==> config.mk <==
export PLATFORM = sky130hd
export DESIGN_NAME = ping_pong_referee
export DESIGN_NICKNAME = d
export VERILOG_FILES = /design/src/rtl/ping_pong_pkg.sv /design/src/rtl/sat_counter.sv /design/src/rtl/ping_pong_referee.sv
export SDC_FILE = /design/constraint.sdc
export NUM_CORES = 1
export LEC_CHECK = 0
export CAP_MARGIN = 20
export CORE_UTILIZATION = 45
export DETAILED_ROUTE_END_ITERATION = 7
export PLACE_DENSITY = 0.74
export RECOVER_POWER = 50
export SLEW_MARGIN = 25
export SYNTH_ARGS = -nofsm -noshare
export SYNTH_HDL_FRONTEND = slang
export SYNTH_SLANG_ARGS = --single-unit
export TNS_END_PERCENT = 10
==> constraint.sdc <==
create_clock -name clk -period 1.9 [get_ports clk]
set_input_delay 0.19 -clock clk [delete_from_list [all_inputs] [get_ports clk]]
set_output_delay 0.19 -clock clk [all_outputs]
set_load 0.005 [all_outputs]
==> src/rtl/ping_pong_pkg.sv <==
// ============================================================================
// ping_pong_pkg : shared types and constants for the two-ball ping-pong model
// Revision: 1.0
// ============================================================================
`default_nettype none

package ping_pong_pkg;

    typedef enum logic {
        ACT_HIT  = 1'b0,
        ACT_IDLE = 1'b1
    } action_type;

    typedef enum logic [1:0] {
        PS_HIT          = 2'd0,
        PS_WAIT_GOING   = 2'd1,
        PS_WAIT_COMING  = 2'd2
    } player_status;

    typedef enum logic [1:0] {
        BALL_TO_A = 2'd0,
        BALL_TO_B = 2'd1,
        BALL_OUT  = 2'd2
    } ball_status;

    typedef enum logic [1:0] {
        PH_RALLY2 = 2'd0,
        PH_RALLY1 = 2'd1,
        PH_FAULT  = 2'd2
    } ref_phase;

    localparam logic [2:0] ERR_NONE      = 3'd0;
    localparam logic [2:0] ERR_BAD_ENC   = 3'd1;
    localparam logic [2:0] ERR_BOTH_OUT  = 3'd2;
    localparam logic [2:0] ERR_REENTRY   = 3'd3;
    localparam logic [2:0] ERR_WAIT_GOING_INCOMING = 3'd4;
    localparam logic [2:0] ERR_STALL     = 3'd5;

    localparam logic [1:0] DROP_NONE  = 2'd0;
    localparam logic [1:0] DROP_BALL1 = 2'd1;
    localparam logic [1:0] DROP_BALL2 = 2'd2;

    // causes[0] is the highest-priority cause (code 1)
    function automatic logic [2:0] first_fault(input logic [4:0] causes);
        logic [2:0] code;
        code = ERR_NONE;
        for (int i = 4; i >= 0; i--) begin
            if (causes[i]) code = 3'(i + 1);
        end
        return code;
    endfunction

endpackage

`default_nettype wire

==> src/rtl/sat_counter.sv <==
// ============================================================================
// sat_counter : saturating up-counter with synchronous clear and freeze
// Revision: 1.0
// ============================================================================
`default_nettype none

module sat_counter #(
    parameter int W   = 8,
    parameter int MAX = 255
) (
    input  logic         clk,
    input  logic         rst_n,
    input  logic         inc,
    input  logic         clr,
    input  logic         hold,
    output logic [W-1:0] count
);

    localparam logic [W-1:0] c_max = W'(MAX);

    logic [W-1:0] r_count;

    // hold dominates clear so a frozen counter cannot be disturbed
    always_ff @(posedge clk) begin
        if (!rst_n) begin
            r_count <= '0;
        end else if (hold) begin
            r_count <= r_count;
        end else if (clr) begin
            r_count <= '0;
        end else if (inc && (r_count != c_max)) begin
            r_count <= r_count + 1'b1;
        end
    end

    assign count = r_count;

endmodule

`default_nettype wire

==> src/rtl/ping_pong_referee.sv <==
// ============================================================================
// ping_pong_referee : game-phase tracker, hit counters and sticky fault latch
// Revision: 1.0
// ============================================================================
`default_nettype none

module ping_pong_referee
    import ping_pong_pkg::*;
#(
    parameter int CNT_W     = 8,
    parameter int STALL_MAX = 15
) (
    input  logic             clk,
    input  logic             rst_n,
    input  logic             action_a,
    input  logic             action_b,
    input  logic [1:0]       state_a,
    input  logic [1:0]       state_b,
    input  logic [1:0]       state_ball_1,
    input  logic [1:0]       state_ball_2,
    output logic [1:0]       phase,
    output logic [1:0]       dropped_ball,
    output logic [CNT_W-1:0] hits_a,
    output logic [CNT_W-1:0] hits_b,
    output logic             err,
    output logic [2:0]       err_code
);

    localparam int              STALL_W      = $clog2(STALL_MAX + 1);
    localparam logic [STALL_W-1:0] c_stall_last = STALL_W'(STALL_MAX - 1);

    ref_phase     r_phase;
    ref_phase     w_phase_nxt;
    logic [1:0]   r_dropped;
    logic [1:0]   w_dropped_nxt;
    logic [2:0]   r_err_code;
    logic [2:0]   w_err_code_nxt;

    logic               w_hit_a;
    logic               w_hit_b;
    logic               w_any_hit;
    logic               w_frozen;
    logic [STALL_W-1:0] w_stall_cnt;
    logic               w_b1_out;
    logic               w_b2_out;
    logic [4:0]         w_causes;
    logic               w_fault;

    assign w_hit_a   = (action_a == ACT_HIT);
    assign w_hit_b   = (action_b == ACT_HIT);
    assign w_any_hit = w_hit_a || w_hit_b;
    assign w_frozen  = (r_phase == PH_FAULT);
    assign w_b1_out  = (state_ball_1 == BALL_OUT);
    assign w_b2_out  = (state_ball_2 == BALL_OUT);

    sat_counter #(.W(CNT_W), .MAX((2 ** CNT_W) - 1)) u_hits_a (
        .clk(clk), .rst_n(rst_n), .inc(w_hit_a), .clr(1'b0), .hold(w_frozen), .count(hits_a)
    );

    sat_counter #(.W(CNT_W), .MAX((2 ** CNT_W) - 1)) u_hits_b (
        .clk(clk), .rst_n(rst_n), .inc(w_hit_b), .clr(1'b0), .hold(w_frozen), .count(hits_b)
    );

    sat_counter #(.W(STALL_W), .MAX(STALL_MAX)) u_stall (
        .clk(clk), .rst_n(rst_n), .inc(!w_any_hit), .clr(w_any_hit), .hold(w_frozen),
        .count(w_stall_cnt)
    );

    // Stall fires on the sample that would carry the counter to STALL_MAX
    assign w_causes[0] = (state_a == 2'd3) || (state_b == 2'd3) ||
                         (state_ball_1 == 2'd3) || (state_ball_2 == 2'd3);
    assign w_causes[1] = w_b1_out && w_b2_out;
    assign w_causes[2] = ((r_dropped == DROP_BALL1) && !w_b1_out) ||
                         ((r_dropped == DROP_BALL2) && !w_b2_out);
    assign w_causes[3] = ((state_a == PS_WAIT_GOING) &&
                          ((state_ball_1 == BALL_TO_A) || (state_ball_2 == BALL_TO_A))) ||
                         ((state_b == PS_WAIT_GOING) &&
                          ((state_ball_1 == BALL_TO_B) || (state_ball_2 == BALL_TO_B)));
    assign w_causes[4] = !w_any_hit && (w_stall_cnt >= c_stall_last);
    assign w_fault     = |w_causes;

    always_ff @(posedge clk) begin
        if (!rst_n) begin
            r_phase    <= PH_RALLY2;
            r_dropped  <= DROP_NONE;
            r_err_code <= ERR_NONE;
        end else begin
            r_phase    <= w_phase_nxt;
            r_dropped  <= w_dropped_nxt;
            r_err_code <= w_err_code_nxt;
        end
    end

    always_comb begin
        w_phase_nxt    = r_phase;
        w_dropped_nxt  = r_dropped;
        w_err_code_nxt = r_err_code;
        case (r_phase)
            PH_RALLY2: begin
                if (w_b1_out != w_b2_out) begin
                    w_phase_nxt   = PH_RALLY1;
                    w_dropped_nxt = w_b1_out ? DROP_BALL1 : DROP_BALL2;
                end
                if (w_fault) begin
                    w_phase_nxt    = PH_FAULT;
                    w_err_code_nxt = first_fault(w_causes);
                end
            end
            PH_RALLY1: begin
                if (w_fault) begin
                    w_phase_nxt    = PH_FAULT;
                    w_err_code_nxt = first_fault(w_causes);
                end
            end
            PH_FAULT: begin
                w_phase_nxt = PH_FAULT;
            end
            default: begin
                w_phase_nxt = PH_FAULT;
            end
        endcase
    end

    assign phase        = r_phase;
    assign dropped_ball = r_dropped;
    assign err          = (r_phase == PH_FAULT);
    assign err_code     = r_err_code;

endmodule

`default_nettype wire
== After elaboration in Yosys (flattened, before gate mapping) ==
Index checks and enable logic that the tools add are counted.

* Equality and inequality tests: 20
* Reduce and logical (&&, ||, !) cells: 32
* $add $sub $neg: 3
* Order comparisons: 1
* Muxes and demuxes: 12
* Bitwise operators: 3

{| class="wikitable"
|+ Operator list
! operator !! count
|-
| 8-bit by 1-bit adder with 8-bit output (second input constant) || 2
|-
| 2-bit equality test (second input constant) || 8
|-
| 8-bit != test (second input constant) || 2
|-
| 3-bit 2-to-1 mux || 5
|-
| 2-bit by 1-bit equality test with 1-bit output (second input constant) || 6
|-
| 2-bit AND reduction || 6
|-
| 1-bit logical AND || 9
|-
| 1-bit logical OR || 8
|-
| 2-bit 2-to-1 mux || 4
|-
| 4-bit 2-to-1 mux || 2
|-
| 2-bit logical NOT || 3
|-
| 5-bit OR reduction || 1
|-
| 4-bit by 1-bit adder with 4-bit output (second input constant) || 1
|-
| 4-bit >= comparator (second input constant) || 1
|-
| 4-bit != test (second input constant) || 1
|-
| 2-bit one-hot mux with 2 select lines || 1
|-
| 1-bit logical NOT || 3
|-
| 3-bit != test (second input constant) || 1
|-
| 1-bit inverter || 3
|-
| 2-bit != test (second input constant) || 1
|-
| 2-bit nonzero test || 1
|-
| 2-bit OR reduction || 1
|-
| 1-bit != test || 1
|}

* Input port bits: 12
* Word-level logic and storage cells: 77
* Output and inout port bits: 24
* Bits in registers: 27

== Longest topological paths before layout ==
* Depth in word-level cells: 9
* Gate-level depth with buffers: 7
* Depth with buffers taken out: 7

== Modules after synthesis ==
A second synthesis with hierarchy kept.

* Cells, all modules: 189
* Area, all modules: 1639.1 um^2

{| class="wikitable"
|+ By module, submodules not included
! module !! area an instance (um^2) !! instances !! cells each
|-
| sat_counter at u_hits_a ... || 451.7 || 2 || 50
|-
| ping_pong_referee || 508.0 || 1 || 62
|-
| sat_counter at u_stall || 227.7 || 1 || 27
|}

== Worst setup path before layout ==
Ideal clock, no wire load.

* Path kind: register to register
* Start: register u_hits_b.r_count[0] (netlist: u_hits_b.count[0])
* End: register u_hits_b.r_count[3] (netlist: u_hits_b.count[3])
* Cell stages (with the launch flop): 7
* Data arrival time: 1587 ps
* Slack: 198 ps
* Data required time: 1785 ps
* Setup time: 115 ps
* Clock period less this slack: 1702 ps
* Path through: dfxtp_1 ha_1 and3_1 a211oi_4 nand4_1 xnor2_1 and2_1

* Longest elaborated chain between the ends: 3
* Elaborated cells on any way between the ends: 4
* Classes of those cells: 1 x add/sub; 1 x eq/ne; 2 x reduce/logical

{| class="wikitable"
|+ RTL lines
! what !! RTL line !! RTL
|-
| start, declared || sat_counter.sv:21 || <nowiki>logic [W-1:0] r_count;</nowiki>
|-
| start signal, assigned || sat_counter.sv:28 || <nowiki>r_count <= r_count;</nowiki>
|-
| start signal, assigned || sat_counter.sv:32 || <nowiki>r_count <= r_count + 1'b1;</nowiki>
|-
| branches (longest 3 deep; another with 8-bit by 1-bit adder with 8-bit output) || - ||
|}

Several ways; the timed one is not identified.
A chain may end at the register's enable or synchronous reset.

== Worst setup path after layout ==
* Start: register u_hits_a.r_count[0] (netlist: u_hits_a.count[0])
* End: register u_hits_a.r_count[4] (netlist: u_hits_a.count[4])

* Longest elaborated chain between the ends: 3
* Elaborated cells on any way between the ends: 4
* Classes of those cells: 1 x add/sub; 1 x eq/ne; 2 x reduce/logical

{| class="wikitable"
|+ RTL lines
! what !! RTL line
|-
| start, declared || sat_counter.sv:21
|-
| start signal, assigned || sat_counter.sv:28
|-
| start signal, assigned || sat_counter.sv:32
|-
| branches (longest 3 deep; another with 8-bit by 1-bit adder with 8-bit output) || -
|}

Several ways; the timed one is not identified.

==> results.md <==
- Status: completed
- Post_cts resized: 0
- Hold-fix buffers, CTS: 0
- Area grow syn2layout: 36.05%
- Worst EP required: 2.12 ns
- Kind of critical path: register to register
- Clock root buffer: clkbuf_4
- IO Pins: 36
- Slew HR: 64.29%
- Hold depth: 2
- Fillers: 264
- CP arrival: 2.00 ns
- H-tree Lvls: 1
- Initial core utilization: 47.11%
- TritonCTS clock tree: built
- Vias post-DR: 1259
- Synthesized area per cell: 9.384 um2
- Worst setup SP type: register
- Critical-path maximum fanout: 7
- Seq/Total Area, Yosys: 37.89%
- Dpl cells: 242
- DR vias/cell: 5.118
- RSZ-0062 raised after global routing: false
- Levels on crit path: 6
- Complex-gate fraction of the synthesized area: 13.86%
- Hold Path Class: register to register
- Worst slew pin tran: 0.5340 ns
- Worst r2r dst: u_hits_a.count[4]
- LEAKAGE: 0.8506 nW
- Maximum buffer depth of the clock tree: 2
- Cell Area, Synth: 1426 um2
- Port-buffer cells: 35
- Post-route ant nets: 0
- Number of remaining DRC errors: 0
- Mux contribution to synthesized area: 2.895%
- Hold wc startpoint: dropped_ball[0]
- Number of setup buffers added after CTS: 0
- Synth warn: 0
- Final HPWL DP: 2.309 mm
- Global route overflow: 0
- Largest net degree at the start of global routing: 18
- Die area: 3399 um2
- Simple logic cell fraction of the synthesized area: 27.46%
- Largest family of logic cells by synthesized area: simple AND/OR/NAND/NOR gates
- Pre-antenna DRT Iters: 4
- Sum Neg Setup Slack: 0 ns
- Non-filler cells, final: 246
- GRT Util Overall: 18.89%
- Final period utilization: 93.92%
- Setup Skew: 0.003762 ns
- Slowest cell on crit path: a211oi_4
- Worst path cell trace: ha_1, and3_1, a211oi_4, nand4_1, xnor2_1, and2_1
- Syn_nets: 169
- Synth unique cells: 35
- Worst setup EP type: register
- Design area: 1941 um2
- R2R cell count: 6
- CTS buffer count: 3
- Share of cells above drive strength 1: 12.38%
- Antenna violations before repair: 0
- Post-synthesis adder-cell area fraction: 4.386%
- Clk_lat worst skew: 0.31 ns
- Largest stage delay, worst path: 0.38 ns
- Multi-input gate area: 833.3 um2
- Fin crit period: 1.784 ns
- Leading cell type in the layout, fill and taps excluded: dfxtp_1
- DIE WIDTH: 58.30 um
- Max Cap Violations: 0
- Site Rows: 20
- Initial DRC count: 37
- TritonCTS sink count: 27
- First-pass GRT wire length: 5.064 mm
- Die Y: 58.30 um
- Core area: 3028 um2
- Post-Synth XOR/XNOR Area: 9.825%
- #FFs+latches synth: 27
- Number of global-route vias before repair: 1188
- Hold EP: dropped_ball[0]
- Commonest non-fill, non-tap cells in the layout: dfxtp_1, dlygate4sd3_1, clkdlybuf4s50_1, buf_4, and2_1
- RD Place Congestion: 0.8695
- Critical path's top delay family: simple AND/OR/NAND/NOR gates
- Reg area: 540.5 um2
- WP buf/inv: 0
- Post-Syn Instances: 152
- Hold Fails Final Rpt: 0
- Post-Place Cell Area: 1914 um2
- Total power: 0.001050 W
- # setup viols final: 0
- Reg-to-reg critical path startpoint: u_hits_a.count[0]
- Pwr Density: 541.1 nW/um2
- Final Slew Violations: 0
- Peak supply drop: 0.2743 mV
- Antenna diodes: 0
- Max Clk Rate: 560.4 MHz
- R2r setup slk: 0.12 ns
- Clock-pin slew on the worst setup and hold paths: 0.13 ns
- WL/cell: 12.24 um
- Post-Route WL: 3.011 mm
- Post-layout nets: 220
## per-stage QoR
stage | util (%) | setup WS (ns) | hold slack [ns]
global route | 64.09 | 0.01118 | 0.5374
CTS | 64.09 | 0.1150 | 0.5284
detailed placement | 63.22 | -0.03548 | 0.5097
finish | 64.09 | 0.1155 | 0.5201
floorplan | - | 0.1985 | 0.3324
global placement | 63.22 | 0.000001665 | 0.4864
## where the power goes
part	internal (W)	leakage, nW	switching (W)	total [W]
registers	0.000585	0.219	0.0000157	0.000600
clock network	0.0000818	0.0150	0.000152	0.000234
logic	0.000121	0.616	0.0000947	0.000216
## logic make-up after synthesis
logic type,Yosys count
and+or+nand+nor,68
xor gates and xnor gates,16
AOI/OAI and AO/OA,22
adders and majority gates,5
DFF,27
buffers and inverters,10
muxes,4
## synthesized netlist by cell type, drive strengths merged
| cell type | count | area share, % |
|---|---|---|
| nor2b | 9 | 4.5 |
| mux2i | 3 | 2.1 |
| nor4 | 1 | 0.44 |
| buf | 2 | 1.6 |
| xnor2 | 12 | 7.4 |
| a22oi | 3 | 1.6 |
| o31a | 1 | 0.70 |
| dfxtp | 27 | 38 |
| nand2 | 9 | 2.4 |
| a22o | 1 | 0.61 |
| and4 | 3 | 1.8 |
| ha | 5 | 4.4 |
| a21boi | 2 | 1.1 |
| o221a | 1 | 0.79 |
| nor3 | 2 | 0.70 |
| nand2b | 3 | 1.3 |
| a221oi | 2 | 1.7 |
| and2 | 14 | 6.1 |
| nand3 | 5 | 1.8 |
| a21oi | 3 | 1.1 |
| nor2 | 7 | 1.8 |
| a211oi | 2 | 2.8 |
| xor2 | 4 | 2.5 |
| and3 | 7 | 3.1 |
| o311a | 1 | 0.70 |
| o41a | 1 | 0.79 |
| mux2 | 1 | 0.79 |
| clkbuf | 2 | 0.53 |
| o21ai | 2 | 0.70 |
| o22ai | 2 | 0.88 |
| o21a | 1 | 0.53 |
| inv | 6 | 1.6 |
| nand4 | 8 | 3.5 |
## sequential cells by signal, summed over array words and instances, names as in the netlist
name,flops
u_hits_b.count,8
err_code,3
u_hits_a.count,8
phase,2
u_stall.count,4
dropped_ball,2
## layer usage
metal / vias up / routed length, um / global-route usage [%]
li1: 634 / - / -
met1: 598 / 1392 / 23.54
met2: 25 / 1488 / 34.15
met3: 2 / 111 / 2.418
met4: 0 / 18 / 5.442
met5: - / 0 / 0
## worst max-delay path by stage
stage                            from                end  slack, ns
floorplan           u_hits_b.count[0]  u_hits_b.count[3]       0.20
global placement      state_ball_1[0]        err_code[0]   0.000002
detailed placement    state_ball_1[0]        err_code[0]      -0.04
CTS                 u_hits_a.count[0]  u_hits_a.count[4]       0.11
global route        u_hits_b.count[1]  u_hits_b.count[5]       0.01
finish              u_hits_a.count[0]  u_hits_a.count[4]       0.12
## area by class of cell
cell class	instances	share of cell area [%]
Sequential cell	27	27.85
Multi-Input combinational cell	115	42.94
Inverter	6	1.161
Clock buffer	4	1.354
Timing Repair Buffer	50	23.86
Tap cell	44	2.837
## worst register-to-register path: cells and delay by family, from the launching register on
| kind | cells | cell delay (ns) |
|---|---|---|
| XOR/XNOR | 1 | 0.15 |
| AO/OA/AOI/OAI | 1 | 0.38 |
| AND/OR/NAND/NOR | 3 | 0.55 |
| flip-flops | 1 | 0.37 |
| adder cells (fa/ha/maj) | 1 | 0.26 |
Power figures use the tool's default switching activity.
